<file path="src/rtl/pll_cfg_ctrl.sv">
// pll_cfg_ctrl
// Host-side sequencer for the iCE40UP PLL serial configuration port.
// A request holds the PLL in reset with bypass on and shifts a new
// configuration word in on SDI. The old word is captured from SDO during
// the same shift. Reset is then released and the controller waits for
// lock, with a timeout.
// All outputs are registered. The FSM is a state register plus one
// combinational next-value process.
module pll_cfg_ctrl #(
  parameter int CFG_BITS     = 26,
  parameter int SCLK_DIV     = 4,
  parameter int RESET_HOLD   = 16,
  parameter int LOCK_TIMEOUT = 65535
) (
  input  logic                CLK,
  input  logic                RESET,
  input  logic                start,
  input  logic [CFG_BITS-1:0] cfg_data,
  output logic                busy,
  output logic                done,
  output logic                error,
  output logic [CFG_BITS-1:0] rd_data,
  output logic                PLL_SCLK,
  output logic                PLL_SDI,
  input  logic                PLL_SDO,
  output logic                PLL_RESETB,
  output logic                PLL_BYPASS,
  input  logic                PLL_LOCK
);

  localparam int HOLD_W = $clog2(RESET_HOLD) + 1;
  localparam int DIV_W  = $clog2(2 * SCLK_DIV) + 1;
  localparam int BIT_W  = $clog2(CFG_BITS) + 1;
  localparam int LOCK_W = $clog2(LOCK_TIMEOUT) + 1;

  localparam logic [HOLD_W-1:0] HOLD_LAST = HOLD_W'(RESET_HOLD - 1);
  localparam logic [DIV_W-1:0]  DIV_RISE  = DIV_W'(SCLK_DIV - 1);
  localparam logic [DIV_W-1:0]  DIV_LAST  = DIV_W'(2 * SCLK_DIV - 1);
  localparam logic [BIT_W-1:0]  BIT_LAST  = BIT_W'(CFG_BITS - 1);
  localparam logic [LOCK_W-1:0] LOCK_LAST = LOCK_W'(LOCK_TIMEOUT - 1);

  typedef enum logic [2:0] {
    IDLE      = 3'd0,
    HOLD_RST  = 3'd1,
    SHIFT     = 3'd2,
    RELEASE   = 3'd3,
    WAIT_LOCK = 3'd4,
    DONE      = 3'd5
  } state_t;

  state_t              state_reg, state_next;
  logic [HOLD_W-1:0]   hold_cnt_reg, hold_cnt_next;
  logic [DIV_W-1:0]    div_cnt_reg, div_cnt_next;
  logic [BIT_W-1:0]    bit_cnt_reg, bit_cnt_next;
  logic [LOCK_W-1:0]   lock_cnt_reg, lock_cnt_next;
  logic [CFG_BITS-1:0] cfg_reg, cfg_next;
  logic [CFG_BITS-1:0] rd_reg, rd_next;
  logic                busy_reg, busy_next;
  logic                done_reg, done_next;
  logic                error_reg, error_next;
  logic                sclk_reg, sclk_next;
  logic                sdi_reg, sdi_next;
  logic                resetb_reg, resetb_next;
  logic                bypass_reg, bypass_next;
  logic                lock_meta_reg, lock_sync_reg;

  // Bring the asynchronous PLL lock indication into the CLK domain.
  always_ff @(posedge CLK or posedge RESET) begin
    if (RESET) begin
      lock_meta_reg <= 1'b0;
      lock_sync_reg <= 1'b0;
    end else begin
      lock_meta_reg <= PLL_LOCK;
      lock_sync_reg <= lock_meta_reg;
    end
  end

  // State and output registers. These return to their idle values
  // immediately on RESET, so a partial shift is simply abandoned.
  always_ff @(posedge CLK or posedge RESET) begin
    if (RESET) begin
      state_reg    <= IDLE;
      hold_cnt_reg <= '0;
      div_cnt_reg  <= '0;
      bit_cnt_reg  <= '0;
      lock_cnt_reg <= '0;
      cfg_reg      <= '0;
      rd_reg       <= '0;
      busy_reg     <= 1'b0;
      done_reg     <= 1'b0;
      error_reg    <= 1'b0;
      sclk_reg     <= 1'b0;
      sdi_reg      <= 1'b0;
      resetb_reg   <= 1'b0;
      bypass_reg   <= 1'b1;
    end else begin
      state_reg    <= state_next;
      hold_cnt_reg <= hold_cnt_next;
      div_cnt_reg  <= div_cnt_next;
      bit_cnt_reg  <= bit_cnt_next;
      lock_cnt_reg <= lock_cnt_next;
      cfg_reg      <= cfg_next;
      rd_reg       <= rd_next;
      busy_reg     <= busy_next;
      done_reg     <= done_next;
      error_reg    <= error_next;
      sclk_reg     <= sclk_next;
      sdi_reg      <= sdi_next;
      resetb_reg   <= resetb_next;
      bypass_reg   <= bypass_next;
    end
  end

  // Next-state and next-output logic. Outputs are computed one cycle
  // ahead, so each registered value appears in the cycle it belongs to.
  always_comb begin
    state_next    = state_reg;
    hold_cnt_next = hold_cnt_reg;
    div_cnt_next  = div_cnt_reg;
    bit_cnt_next  = bit_cnt_reg;
    lock_cnt_next = lock_cnt_reg;
    cfg_next      = cfg_reg;
    rd_next       = rd_reg;
    busy_next     = busy_reg;
    done_next     = 1'b0;
    error_next    = error_reg;
    sclk_next     = sclk_reg;
    sdi_next      = sdi_reg;
    resetb_next   = resetb_reg;
    bypass_next   = bypass_reg;

    case (state_reg)
      IDLE: begin
        if (start) begin
          cfg_next      = cfg_data;
          error_next    = 1'b0;
          busy_next     = 1'b1;
          resetb_next   = 1'b0;
          bypass_next   = 1'b1;
          hold_cnt_next = '0;
          state_next    = HOLD_RST;
        end
      end

      HOLD_RST: begin
        if (hold_cnt_reg == HOLD_LAST) begin
          // Present the MSB on the first low cycle of bit period 0.
          div_cnt_next = '0;
          bit_cnt_next = '0;
          sclk_next    = 1'b0;
          sdi_next     = cfg_reg[CFG_BITS-1];
          state_next   = SHIFT;
        end else begin
          hold_cnt_next = hold_cnt_reg + 1'b1;
        end
      end

      SHIFT: begin
        if (div_cnt_reg == DIV_RISE) begin
          // SCLK rises on this edge. SDO still holds the PLL's current
          // bit because the PLL shifts on that same rising edge.
          sclk_next    = 1'b1;
          rd_next      = {rd_reg[CFG_BITS-2:0], PLL_SDO};
          div_cnt_next = div_cnt_reg + 1'b1;
        end else if (div_cnt_reg == DIV_LAST) begin
          sclk_next = 1'b0;
          if (bit_cnt_reg == BIT_LAST) begin
            sdi_next    = 1'b0;
            resetb_next = 1'b1;
            state_next  = RELEASE;
          end else begin
            div_cnt_next = '0;
            bit_cnt_next = bit_cnt_reg + 1'b1;
            cfg_next     = {cfg_reg[CFG_BITS-2:0], 1'b0};
            sdi_next     = cfg_reg[CFG_BITS-2];
          end
        end else begin
          div_cnt_next = div_cnt_reg + 1'b1;
        end
      end

      RELEASE: begin
        lock_cnt_next = '0;
        state_next    = WAIT_LOCK;
      end

      WAIT_LOCK: begin
        // Lock takes priority over the timeout in the same cycle.
        if (lock_sync_reg) begin
          done_next   = 1'b1;
          busy_next   = 1'b0;
          error_next  = 1'b0;
          bypass_next = 1'b0;
          state_next  = DONE;
        end else if (lock_cnt_reg == LOCK_LAST) begin
          done_next  = 1'b1;
          busy_next  = 1'b0;
          error_next = 1'b1;
          state_next = DONE;
        end else begin
          lock_cnt_next = lock_cnt_reg + 1'b1;
        end
      end

      DONE: begin
        state_next = IDLE;
      end

      default: begin
        state_next = IDLE;
      end
    endcase
  end

  assign busy       = busy_reg;
  assign done       = done_reg;
  assign error      = error_reg;
  assign rd_data    = rd_reg;
  assign PLL_SCLK   = sclk_reg;
  assign PLL_SDI    = sdi_reg;
  assign PLL_RESETB = resetb_reg;
  assign PLL_BYPASS = bypass_reg;

endmodule

</file>
<file path="config.mk">
export PLATFORM = sky130hd
export DESIGN_NAME = pll_cfg_ctrl
export DESIGN_NICKNAME = d
export VERILOG_FILES = /design/src/rtl/pll_cfg_ctrl.sv
export SDC_FILE = /design/constraint.sdc
export NUM_CORES = 1
export LEC_CHECK = 0
export ABC_AREA = 1
export BUFFER_PORTS_ARGS = -buffer_cell sky130_fd_sc_hd__buf_4
export CORE_ASPECT_RATIO = 1.5
export CORE_MARGIN = 4
export CORE_UTILIZATION = 45
export DETAILED_ROUTE_END_ITERATION = 7
export PLACE_DENSITY = 0.75
export REMOVE_ABC_BUFFERS = 1
export SYNTH_ARGS = -nofsm -noshare
export SYNTH_HDL_FRONTEND = slang
export SYNTH_SLANG_ARGS = --single-unit
</file>
<file path="constraint.sdc">
create_clock -name CLK -period 5.67 [get_ports CLK]
set_input_delay 0 -clock CLK [delete_from_list [all_inputs] [get_ports CLK]]
set_output_delay 0 -clock CLK [all_outputs]
set_load 0.02 [all_outputs]
</file>
==> flow_metrics.tcl <==
set metrics [dict create \
    topRoutingLayerUsed "met4" \
    max_freq_ghz 0.3345 \
    synthCells 521 \
    placement_rows 44 \
    grt_max_degree 58 \
    dr_wl_met2_um 5329 \
    outcome "finished with violations" \
    clk_latency_ns 0.34 \
    setup_viol 0 \
    start_util_pct 46.50 \
    yosysUniqueCellTypes 33 \
    grt_pass1_wl_um 17530 \
    antenna_found_initial 1 \
    vias_per_cell 5.135 \
    ff_latch_area_mm2 0.002404 \
    worstMarginPinSlew_ns 1.005 \
    yosysWarningCount 0 \
    cts.path.max_buffers 2 \
    critPathLaunchType "register" \
    synth-seq-area-share_pct 52.75 \
    met1_length_um 4023 \
    dp_hpwl_um 6618 \
    drv_slew 0 \
    critPathKind "reg -> reg" \
    placed_area_mm2 0.005114 \
    vias 3754 \
    root_buffer "clkbuf_16" \
    cts_tree "yes" \
    cts_resized 0 \
    p_leak_nw 2.701 \
    portBuffers 63 \
    r2r-end "rd_data[25]" \
    violations "hold timing" \
    drt_iter0_drc 164 \
    fin_crit_sh_pct 52.72 \
    relSlewSlack_pct 32.94 \
    coreArea_mm2 0.009799 \
    postLayoutCoreUtil_pct 58.24 \
    nets 648 \
    vdd_ir_drop_max_uv 148.4 \
    setup_ws_ns 2.681 \
    worstReg2RegStart "state_reg[0]" \
    routedWlPerCell_um 13.63 \
    drive_above_1_share_pct 16.75 \
    instances_no_fill 731 \
    grt_use_total_pct 17.77 \
    ant_nets 0 \
    hold_path.class "in -> reg" \
    min_from "cfg_data[8]" \
    async_flop_share_pct 100.0 \
    gp_congestion 0.8693 \
    syn_area_mm2 0.004557 \
    wl_met3_um 307 \
    layout_min_cycle_time_ns 2.989 \
    placedCellCount 687 \
    synth.area.top_cells "dfrtp_1, nand2_1, mux2i_1" \
    synth_top_area_share_pct 52.17 \
    powerDensity_mw_per_mm2 243.3 \
    drc 0 \
    cap_viol_max_count 0 \
    wl_um 9963 \
    die_h_um 131.2 \
    stdcell_area_mm2 0.005707 \
    htreeDepth 3 \
    synth_seq_cells 96 \
    min_to "cfg_reg[8]" \
    hold_slack_ns -0.001377 \
    cts_made_buffers 9 \
    cp-end-kind "register" \
    hold_viol 1 \
    rsz0062_at_grt "false" \
    clkSlewWorstSetupHoldPaths_ns 0.07 \
    crit_fanout 53 \
    yosys.area.top_type "dfrtp_1" \
    min_path_cells 3 \
    ios 64 \
    die_w_um 90.17 \
    required_ns 5.89 \
    grt.overflow.total 0 \
    dr.pass1.iters 4 \
    synth_area_per_cell_um2 8.746 \
    place_ws_ns 2.670 \
    synth_edf_count 0 \
    finClkSkew_ns 0.006550 \
    n_fill_cell 847 \
    fin_tns_setup_ns 0 \
    synth_ff_type "dfrtp_1" \
    r2r_cells 5 \
    p_total_mw 1.388 \
    die_area_mm2 0.01183 \
    crit_arrival_ns 3.21 \
    ff2ff_setup_slack_ns 2.68 \
    grt_pass1_vias 3872 \
    area_growth_pct 25.23 \
    clkSinkCount 96 \
    multi_input_area_mm2 0.001884 \
]
## timing repair
action | 4_1_cts | 5_1_grt
hold buffers | 27 | 0
hold endpoints to repair | 65 | 0
buffers inserted | 0 | 0
setup endpoints to repair | 0 | 0
## critical path, stage by stage, from the launching register on
cell and delay (ns):
dfrtp_1 0.44, inv_1 0.09, nand3_2 0.76, inv_2 0.39, nand3_2 0.70, o21ai_0 0.48
## power by group
group | internal [mW] | total [mW] | switching, mW | leakage, nW
Combinational | 0.0278 | 0.0503 | 0.0225 | 1.26
Sequential | 0.686 | 0.688 | 0.00153 | 1.29
Clock | 0.387 | 0.650 | 0.263 | 0.156
## cell families after synthesis
| logic type | share of synthesized area [%] |
|---|---|
| AND/OR/NAND/NOR | 20.90 |
| flip-flops | 52.75 |
| AO/OA/AOI/OAI | 10.57 |
| buffers and inverters | 5.903 |
| multiplexers | 5.272 |
| XOR/XNOR | 2.691 |
| adder cells (fa/ha/maj) | 1.922 |
## cell usage in the layout, fill, tap and decap left out, drive strengths merged, types with 2 or more instances in the layout
| master | instances |
|---|---|
| nand2 | 139 |
| dfrtp | 95 |
| buf | 65 |
| o21ai | 63 |
| nor2 | 55 |
| inv | 52 |
| dlygate4sd3 | 27 |
| mux2i | 24 |
| nand3 | 21 |
| a21oi | 18 |
| xor2 | 13 |
| clkbuf | 9 |
| ha | 7 |
| o22ai | 5 |
| nand4 | 4 |
| nor3 | 4 |
| clkinv | 3 |
| o21bai | 2 |
| bufinv | 2 |
## worst max path at each step
stage / from / to / slack (ns) / cells past startpoint
floorplan: RESET / PLL_RESETB / 3.17 / 1
global placement: state_reg[0] / rd_data[25] / 2.85 / 5
detailed placement: state_reg[0] / rd_data[25] / 2.67 / 5
CTS: state_reg[0] / rd_data[25] / 2.65 / 5
global route: state_reg[0] / rd_data[25] / 2.29 / 5
finish: state_reg[0] / rd_data[25] / 2.68 / 5
## routing by layer
layer	up-vias	track usage, %
met5	-	0
met4	0	8.773
met2	74	31.19
met1	1792	20.51
li1	1862	-
met3	26	3.604
## layout make-up
type | count | area share (%)
clock inverters | 7 | 1.666
repair buffers | 92 | 13.29
inverters | 51 | 3.398
diodes | 1 | 0.04385
clock buffers | 9 | 3.947
multi-input cells | 360 | 33.02
well taps | 115 | 2.521
flip-flops and latches | 96 | 42.12
## Yosys cell counts (all sizes together) (2+ instances only)
| master | instances |
|---|---|
| clkbuf | 2 |
| inv | 51 |
| nor2 | 55 |
| o22ai | 5 |
| nand3 | 21 |
| o21bai | 2 |
| ha | 7 |
| nor3 | 4 |
| xor2 | 13 |
| nand2 | 139 |
| nand4 | 4 |
| a21oi | 18 |
| o21ai | 63 |
| mux2i | 24 |
| dfrtp | 95 |
| buf | 12 |
No activity file was read; power rests on OpenSTA's default activity.
